[config.mk]
export PLATFORM = sky130hd
export DESIGN_NAME = prefetch_request_queue
export DESIGN_NICKNAME = d
export VERILOG_FILES = /design/src/rtl/prefetch_request_queue.sv
export SDC_FILE = /design/constraint.sdc
export NUM_CORES = 2
export LEC_CHECK = 0
export ABC_CLOCK_PERIOD_IN_PS = 6330
export CORE_ASPECT_RATIO = 0.9
export CORE_MARGIN = 4
export CORE_UTILIZATION = 35
export DETAILED_ROUTE_END_ITERATION = 8
export PLACE_DENSITY = 0.58
export SLEW_MARGIN = 20
export SYNTH_ARGS = -nofsm -noshare
export SYNTH_HDL_FRONTEND = slang
export SYNTH_SLANG_ARGS = --single-unit
[constraint.sdc]
create_clock -name clk -period 6.33 [get_ports clk]
set_input_delay 0.9495 -clock clk [delete_from_list [all_inputs] [get_ports clk]]
set_output_delay 0.9495 -clock clk [all_outputs]
set_load 0.02 [all_outputs]
[src/rtl/prefetch_request_queue.sv]
// Prefetch request queue: line-aligns, deduplicates and buffers prefetch addresses, issues them under an
// outstanding limit and pulses a fill notification per completed line. Optional counters: PREFETCH_QUEUE_STATS_EN.
module prefetch_request_queue #(
    parameter int WIDTH           = 64,
    parameter int LINE_SIZE       = 256,
    parameter int DEPTH           = 8,
    parameter int MAX_OUTSTANDING = 4
) (
    input  logic                     clk,
    input  logic                     rst,
    input  logic [WIDTH-1:0]         pf_address_i,
    input  logic                     pf_valid_i,
    output logic                     pf_ready_o,
    input  logic [WIDTH-1:0]         demand_address_i,
    input  logic                     demand_valid_i,
    output logic [WIDTH-1:0]         mem_req_address_o,
    output logic                     mem_req_valid_o,
    input  logic                     mem_req_ready_i,
    input  logic [WIDTH-1:0]         mem_resp_address_i,
    input  logic                     mem_resp_valid_i,
    output logic [WIDTH-1:0]         fill_address_o,
    output logic                     fill_valid_o,
    output logic [$clog2(DEPTH):0]   occupancy_o
`ifdef PREFETCH_QUEUE_STATS_EN
    ,
    output logic [15:0]              stat_issued_o,
    output logic [15:0]              stat_dropped_o,
    output logic [15:0]              stat_squashed_o
`endif
);
    localparam int IDX_W  = $clog2(DEPTH);
    localparam int PTR_W  = IDX_W + 1;
    localparam int OST_W  = $clog2(MAX_OUTSTANDING + 1);
    localparam int OSTI_W = (MAX_OUTSTANDING > 1) ? $clog2(MAX_OUTSTANDING) : 1;
    localparam logic [WIDTH-1:0] LINE_MASK = ~(WIDTH'(LINE_SIZE - 1));

    typedef enum logic {S_IDLE = 1'b0, S_PRESENT = 1'b1} state_t;
    state_t state_reg, state_next;

    logic [WIDTH-1:0]           fifo_addr [DEPTH];
    logic [DEPTH-1:0]           fifo_valid_reg, fifo_valid_next;
    logic [PTR_W-1:0]           head_reg, tail_reg;
    logic [WIDTH-1:0]           ost_addr [MAX_OUTSTANDING];
    logic [MAX_OUTSTANDING-1:0] ost_valid_reg, ost_valid_next, ost_free;
    logic [WIDTH-1:0]           fill_addr_reg;
    logic                       fill_valid_reg;

    logic [WIDTH-1:0] pf_line, demand_line, resp_line;
    logic [IDX_W-1:0] head_idx, tail_idx;
    logic [DEPTH-1:0] fifo_hit, squash_hit;
    logic [MAX_OUTSTANDING-1:0] ost_hit_pf, ost_hit_resp;
    logic [OST_W-1:0]  ost_count;
    logic [OSTI_W-1:0] alloc_idx;
    logic alloc_found, presenting, empty, full, head_live;
    logic start_issue, issue_fire, bubble_pop, pop, accept, drop, push, resp_hit;

    assign pf_line     = pf_address_i & LINE_MASK;
    assign demand_line = demand_address_i & LINE_MASK;
    assign resp_line   = mem_resp_address_i & LINE_MASK;
    assign head_idx    = head_reg[IDX_W-1:0];
    assign tail_idx    = tail_reg[IDX_W-1:0];
    assign occupancy_o = tail_reg - head_reg;
    assign empty       = (occupancy_o == '0);
    assign full        = (occupancy_o == PTR_W'(DEPTH));
    assign pf_ready_o  = rst && !full;
    assign presenting  = (state_reg == S_PRESENT);

    // The entry on mem_req_* is immune to squashing so the presented address never changes.
    for (genvar gi = 0; gi < DEPTH; gi++) begin : g_fifo_cmp
        assign fifo_hit[gi]   = fifo_valid_reg[gi] && (fifo_addr[gi] == pf_line);
        assign squash_hit[gi] = demand_valid_i && fifo_valid_reg[gi] && (fifo_addr[gi] == demand_line)
                                && !(presenting && (head_idx == IDX_W'(gi)));
    end

    for (genvar gi = 0; gi < MAX_OUTSTANDING; gi++) begin : g_ost_cmp
        assign ost_hit_pf[gi]   = ost_valid_reg[gi] && (ost_addr[gi] == pf_line);
        assign ost_hit_resp[gi] = ost_valid_reg[gi] && mem_resp_valid_i && (ost_addr[gi] == resp_line);
    end

    // A head squashed in this very cycle is treated as a bubble, never presented.
    assign head_live   = fifo_valid_reg[head_idx] && !squash_hit[head_idx];
    assign bubble_pop  = !presenting && !empty && !head_live;
    assign start_issue = !presenting && !empty && head_live && (ost_count < OST_W'(MAX_OUTSTANDING));
    assign issue_fire  = presenting && mem_req_ready_i;
    assign pop         = bubble_pop || issue_fire;
    assign accept      = pf_valid_i && pf_ready_o;
    assign drop        = accept && ((|fifo_hit) || (|ost_hit_pf) || (demand_valid_i && (demand_line == pf_line)));
    assign push        = accept && !drop;
    assign resp_hit    = |ost_hit_resp;

    always_comb begin
        ost_count = '0;
        for (int i = 0; i < MAX_OUTSTANDING; i++) ost_count = ost_count + OST_W'(ost_valid_reg[i]);
    end

    // Slot freed by a response this cycle is already available to the issue handshake.
    always_comb begin
        ost_free    = ost_valid_reg & ~ost_hit_resp;
        alloc_idx   = '0;
        alloc_found = 1'b0;
        for (int i = 0; i < MAX_OUTSTANDING; i++) begin
            if (!alloc_found && !ost_free[i]) begin
                alloc_idx   = OSTI_W'(i);
                alloc_found = 1'b1;
            end
        end
        ost_valid_next = ost_free;
        if (issue_fire) ost_valid_next[alloc_idx] = 1'b1;
    end

    always_comb begin
        fifo_valid_next = fifo_valid_reg & ~squash_hit;
        if (pop)  fifo_valid_next[head_idx] = 1'b0;
        if (push) fifo_valid_next[tail_idx] = 1'b1;
    end

    always_ff @(posedge clk or negedge rst) begin
        if (!rst) state_reg <= S_IDLE;
        else      state_reg <= state_next;
    end

    always_comb begin
        state_next = state_reg;
        case (state_reg)
            S_IDLE:    if (start_issue)     state_next = S_PRESENT;
            S_PRESENT: if (mem_req_ready_i) state_next = S_IDLE;
            default:                        state_next = S_IDLE;
        endcase
    end

    always_comb begin
        mem_req_valid_o   = presenting;
        mem_req_address_o = presenting ? fifo_addr[head_idx] : '0;
    end

    always_ff @(posedge clk or negedge rst) begin
        if (!rst) begin
            head_reg       <= '0;
            tail_reg       <= '0;
            fifo_valid_reg <= '0;
            ost_valid_reg  <= '0;
            fill_valid_reg <= 1'b0;
            fill_addr_reg  <= '0;
        end else begin
            if (pop)  head_reg <= head_reg + 1'b1;
            if (push) tail_reg <= tail_reg + 1'b1;
            fifo_valid_reg <= fifo_valid_next;
            ost_valid_reg  <= ost_valid_next;
            fill_valid_reg <= resp_hit;
            if (resp_hit) fill_addr_reg <= resp_line;
        end
    end

    always_ff @(posedge clk) begin
        if (push)       fifo_addr[tail_idx] <= pf_line;
        if (issue_fire) ost_addr[alloc_idx] <= fifo_addr[head_idx];
    end

    assign fill_valid_o   = fill_valid_reg;
    assign fill_address_o = fill_addr_reg;

`ifdef PREFETCH_QUEUE_STATS_EN
    logic [15:0] issued_reg, dropped_reg, squashed_reg;

    function automatic logic [15:0] sat_add(input logic [15:0] a, input logic [15:0] b);
        logic [16:0] s;
        s = {1'b0, a} + {1'b0, b};
        return s[16] ? 16'hFFFF : s[15:0];
    endfunction

    always_ff @(posedge clk or negedge rst) begin
        if (!rst) begin
            issued_reg   <= '0;
            dropped_reg  <= '0;
            squashed_reg <= '0;
        end else begin
            issued_reg   <= sat_add(issued_reg, 16'(issue_fire));
            dropped_reg  <= sat_add(dropped_reg, 16'(drop));
            squashed_reg <= sat_add(squashed_reg, 16'($countones(squash_hit)));
        end
    end

    assign stat_issued_o   = issued_reg;
    assign stat_dropped_o  = dropped_reg;
    assign stat_squashed_o = squashed_reg;
`endif
endmodule

# --- Yosys cells after proc, flatten, opt, wreduce, memory -nomap -nowiden ---
# Memories as Yosys holds them, arrays and structs flattened.
# Index checks and enable logic that the tools add are counted.
op_classes:
  addsub: 6
  magnitude_cmp: 7
  n_eq_ne: 33
  mux: 27
  n_bitwise: 9
  reduce_logical: 96
op_table:
  columns: ["operator", "count"]
  rows:
  - ["$eq A64 B64 Y1", 24]
  - ["$logic_and A1 B1 Y1", 69]
  - ["$mux W64", 1]
  - ["$eq A56 B56 Y1", 1]
  - ["$logic_not A1 Y1", 19]
  - ["$and A8 B8 Y8", 2]
  - ["$mux W8", 2]
  - ["$not A8 Y8", 2]
  - ["$mux W1", 15]
  - ["$eq A3 B3 Y1 const B", 4]
  - ["$add A4 B1 Y4 const B", 2]
  - ["$lt A3 B4 Y1 const B", 2]
  - ["$or A8 B8 Y8", 1]
  - ["$reduce_or A4 Y1", 2]
  - ["$reduce_or A8 Y1", 1]
  - ["$bmux W1 S3", 2]
  - ["$demux W1 S3", 2]
  - ["$eq A3 B2 Y1 const B", 2]
  - ["$ge A3 B1 Y1 const B", 2]
  - ["$and A4 B4 Y4", 1]
  - ["$eq A4 B4 Y1 const B", 1]
  - ["$logic_not A4 Y1", 1]
  - ["$mux W2", 2]
  - ["$mux W4", 1]
  - ["other kinds (15)", 17]
totals:
  ff_bits: 78
  ram_bits: 704
  word_cells: 187
  mem_count: 2
mem_list:
  columns: ["name", "words", "width", "read_ports", "rd_clocked_by_memory_dff", "write_ports", "line", "text"]
  rows:
  - ["fifo_addr", 8, 56, 9, 0, 1, "40", "logic [WIDTH-1:0] fifo_addr [DEPTH];"]
  - ["ost_addr", 4, 64, 4, 0, 1, "43", "logic [WIDTH-1:0] ost_addr [MAX_OUTSTANDING];"]

# --- Longest topological paths before layout ---
# An unclocked memory read counts as a cell.
depth:
  ltp_word: 20
  mapped_depth: 13
  mapped_depth_nobuf: 11

# --- Worst setup path before layout ---
# Ideal clock, no wire load.
synth_timing:
  kind: "register -> register"
  from: "register head_reg[1]"
  to: "memory fifo_addr[0][0] (netlist name), enable pin"
  setup_ps: 539
  arrival_time_ps: 6862
  slack_ps: -1071
  path_stages_with_launch: 13
  path_buffers: 2
  cell_sequence: "dfrtp_1 -> buf_2 -> inv_2 -> ha_1 -> a21o_1 -> a21oi_1 -> xnor2_1 -> a41oi_1 -> nor3b_1 -> nand3_1 -> or2_2 -> clkbuf_1 -> nor3_1"
synth_via:
  elab_chain_cells: 10
synth_rtl:
  columns: ["item", "line", "text"]
  rows:
  - ["start: declaration", "42", "logic [PTR_W-1:0] head_reg, tail_reg;"]
  - ["start signal: assignment", "145", "if (pop) head_reg <= head_reg + 1'b1;"]
  - ["$sub A4 B4 Y4 *", "62", "assign occupancy_o = tail_reg - head_reg;"]
  - ["named net occupancy_o[3]", "23", "output logic [$clog2(DEPTH):0] occupancy_o"]
  - ["$eq A4 B4 Y1 *", "64", "assign full = (occupancy_o == PTR_W'(DEPTH));"]
  - ["$logic_not A1 Y1 *", "65", "assign pf_ready_o = rst && !full;"]
  - ["$logic_and A1 B1 Y1 *", "65", null]
  - ["named net pf_ready_o", "13", "output logic pf_ready_o,"]
  - ["$logic_and A1 B1 Y1 *", "86", "assign accept = pf_valid_i && pf_ready_o;"]
  - ["$logic_and A1 B1 Y1", "87", "assign drop = accept && ((|fifo_hit) || (|ost_hit_pf) || (demand_valid_i && (demand_line == pf_line)));"]
  - ["$logic_not A1 Y1", "88", "assign push = accept && !drop;"]
  - ["$logic_and A1 B1 Y1 *", "88", null]
  - ["$mux W1 *", "155", "if (push) fifo_addr[tail_idx] <= pf_line;"]
  - ["$mux W1 (implied by the code) *", "155", null]
  - ["end: declaration", "40", null]
# The timed path passes the listed nets; every way through them passes the cells marked *.

# --- Worst setup path in the final report ---
layout_timing:
  from: "register head_reg[1]"
  to: "output port mem_req_address_o[25]"
layout_via:
  elab_chain_cells: 2
layout_rtl:
  columns: ["item", "line", "text"]
  rows:
  - ["$mem_v2 Z8 W56", null, null]
  - ["$mux W64", "133", "mem_req_address_o = presenting ? fifo_addr[head_idx] : '0;"]
  - ["end: declaration", "16", "output logic [WIDTH-1:0] mem_req_address_o,"]
# Every way passes these cells.

==> key figures <==
Clocking
  – Longest Clk Path Bufs: 3
  – Reg clk slew, reported paths: 0.07 ns
  – Root buf cell: clkbuf_16
  – Hold_buf cts: 0
  – CTS Sinks: 750
  – H-tree levels: 3
  – # Post-CTS Setup Buffers: 0
  – Cts bufs inserted: 91
  – CTS tree: yes
  – # resized after CTS: 0
  – Worst skew pair latency: 0.76 ns

Layout
  – Cell area after layout: 53,900 um^2
  – Sequential cell area: 22,100 um^2
  – Share of cells above drive strength 1: 15.4%
  – Number of flip-flops in the largest register: 448
  – Final nets: 4,407
  – Largest Register: fifo_addr
  – Finished Core Util: 43.8%
  – Multi-input gate area: 19,600 um^2
  – # fillers: 11,600
  – Area Growth Syn to Fin: 24.4%
  – Final Non-Filler Cells: 5,919

Yosys
  – Post-synth top area share: 46.6%
  – Synthesized area: 43,300 um^2
  – Warnings, synthesis: 0
  – Leading area contributor after synthesis: edfxtp_1
  – EDFF count, synth: 672
  – Synth cell types: 72
  – #FFs+latches synth: 750
  – Synthesized instance count: 3,664
  – Syn_area_per_cell: 11.8 um^2
  – Largest cells by area after synthesis: edfxtp_1 (47%), xnor2_1 (11%), xor2_1 (11%)
  – Top cells by count, synth: edfxtp_1 (672), xnor2_1 (549), xor2_1 (545)
  – Seq/Total Area, Yosys: 51.1%
  – Most frequent cell after synthesis: edfxtp_1
  – Synth Flop Type: edfxtp_1
  – Asr flop ratio synth: 10.4%

Global routing
  – Antenna violations before repair: 52
  – Largest net degree at the start of global routing: 65
  – Total GRT Usage: 52.9%
  – Vias in the first global route: 37,100
  – First-pass GRT wire length: 432 mm
  – Grt ovf: 0

Power and ir drop
  – Power Total: 20.5 mW
  – Pleak: 18.6 nW
  – PD cells: 380 nW/um^2
  – Peak VDD IR: 0.000409 V

STA
  – Period Utilization, post-route: 92.6%
  – Worst hold slack: 0.152 ns
  – Min setup slack post-route: 0.469 ns
  – RSZ-0062 raised after global routing: no
  – Final hold vios: 0
  – Worst slew pin tran: 1.36 ns
  – Setup-failing EPs final: 0
  – Clk_skew: 0.0597 ns
  – Fmax: 171 MHz
  – Worst slew margin: 9.27%
  – Period minus WS final: 5.86 ns
  – Pins Over Slew Limit: 0
  – Setup TNS: 0 ns

Hold path
  – HP Class: input port to async pin

Outcome
  – Failing checks: DRC
  – Outcome: complete, but fails checks

Drt
  – Avg Vias per Cell: 7.17
  – DRC viols: 1
  – Initial detailed-routing violation count: 9,727
  – Highest routed metal layer: met5
  – Met2 wire len: 124 mm
  – Final antenna-violating net count: 0
  – DR WL/cell: 59.7 um
  – M1 wire length: 133 mm
  – Final WL: 353 mm
  – WL met3: 72.1 mm
  – Total number of vias: 42,400
  – First-pass iteration count of the detailed router: 9

Floorplanning
  – Cell Rows: 122
  – I/O pin count: 333
  – Core Box Area: 123,000 um^2
  – Starting density of the core: 35.2%
  – Chip Width: 379 um
  – Die area: 130,000 um^2
  – Die height: 342 um

Setup path
  – Kind of critical path: flop to output port
  – FF-to-FF setup slack: 1.36 ns
  – Critical path peak fanout: 44
  – WP data arrival: 4.91 ns
  – Startpoint Class: flop
  – Critical path buffer and inverter count: 3
  – CP max stage delay: 1.00 ns
  – Reg2reg path depth: 11
  – R2R Path End: fifo_addr[4][23]
  – Crit path max-delay family: simple AND/OR/NAND/NOR gates
  – CP max stage cell: nand4_1
  – Worst Path Required: 5.38 ns
  – CP endpoint kind: output port
  – Reg2reg start: fifo_addr[5][34]
  – Worst-path cell chain: inv_2 > nor3_2 > buf_12 > a22oi_1 > nand4_1 > and2_1 > clkdlybuf4s50_1

Place
  – Placed cell area: 50,700 um^2
  – RD Place Congestion: 1.13
  – Placed Instances: 5,716
  – Hpwl dp: 281 mm
  – Count of input and output buffers: 292
  – Placement Setup Slack: 0.536 ns

Job
  – Max cap viols: 0
## how the worst max path moves through the flow
stage,from,to,depth (start not counted)
CTS,head_reg[1],mem_req_address_o[55],7
finish,head_reg[1],mem_req_address_o[25],7
detailed placement,pf_address_i[26],fifo_addr[4][47],15
global placement,pf_address_i[26],fifo_addr[4][47],15
global route,head_reg[1],mem_req_address_o[25],7
floorplan,head_reg[1],fifo_addr[2][0],12
## cell type report
| class | instances | area share [%] |
|---|---|---|
| clock buffers | 110 | 4.49 |
| well taps | 1612 | 3.74 |
| inverters | 185 | 1.30 |
| flip-flops and latches | 750 | 41.0 |
| diodes | 34 | 0.158 |
| multi-input cells | 2488 | 36.3 |
| clock inverters | 59 | 1.28 |
| repair buffers | 681 | 11.7 |
## routing by layer
metal | global-route usage, % | vias to the layer above
li1 | - | 14700
met1 | 66.9 | 21500
met2 | 62.7 | 5167
met3 | 40.7 | 962
met4 | 26.5 | 22
met5 | 7.92 | -
## report_power, final
part           internal (mW)  leakage [nW]  switching [mW]
clock network           3.13          1.50            2.49
registers               6.31          7.12           0.854
logic                   1.92          9.98            5.80
total                   11.4          18.6            9.15
## placed cells by master (no fill, tap or decap), drive strengths merged, types with 16 or more instances in the layout
cell	synthesis	layout
mux2	58	58
o221ai	16	16
xnor2	549	549
nor2	30	30
conb	1	16
nor2b	31	31
nand2	42	42
o22ai	86	86
nand3	33	33
a22o	42	42
a22oi	228	228
dfrtp	78	78
edfxtp	672	672
a221oi	33	33
diode	0	34
inv	183	186
and2	57	57
nor3	30	30
clkbuf	101	110
clkinv	2	43
nand2b	71	71
o2bb2ai	30	30
buf	155	397
xor2	545	545
o2111ai	30	30
nand4	236	236
nor4	197	197
clkdlybuf4s50	0	284
## kinds of logic (layout without fill, tap and decap cells)
| logic type | after synthesis | in the layout | share of synthesized area (%) |
|---|---|---|---|
| adders and majority gates | 12 | 12 | 0.381 |
| AOI/OAI and AO/OA | 559 | 559 | 10.0 |
| other | 1 | 50 | 0.00865 |
| DFF | 750 | 750 | 51.1 |
| buffers and inverters | 441 | 1035 | 4.57 |
| xor gates and xnor gates | 1094 | 1094 | 22.1 |
| and+or+nand+nor | 747 | 747 | 10.3 |
| muxes | 60 | 60 | 1.55 |
(Power assumes the default switching activity.)
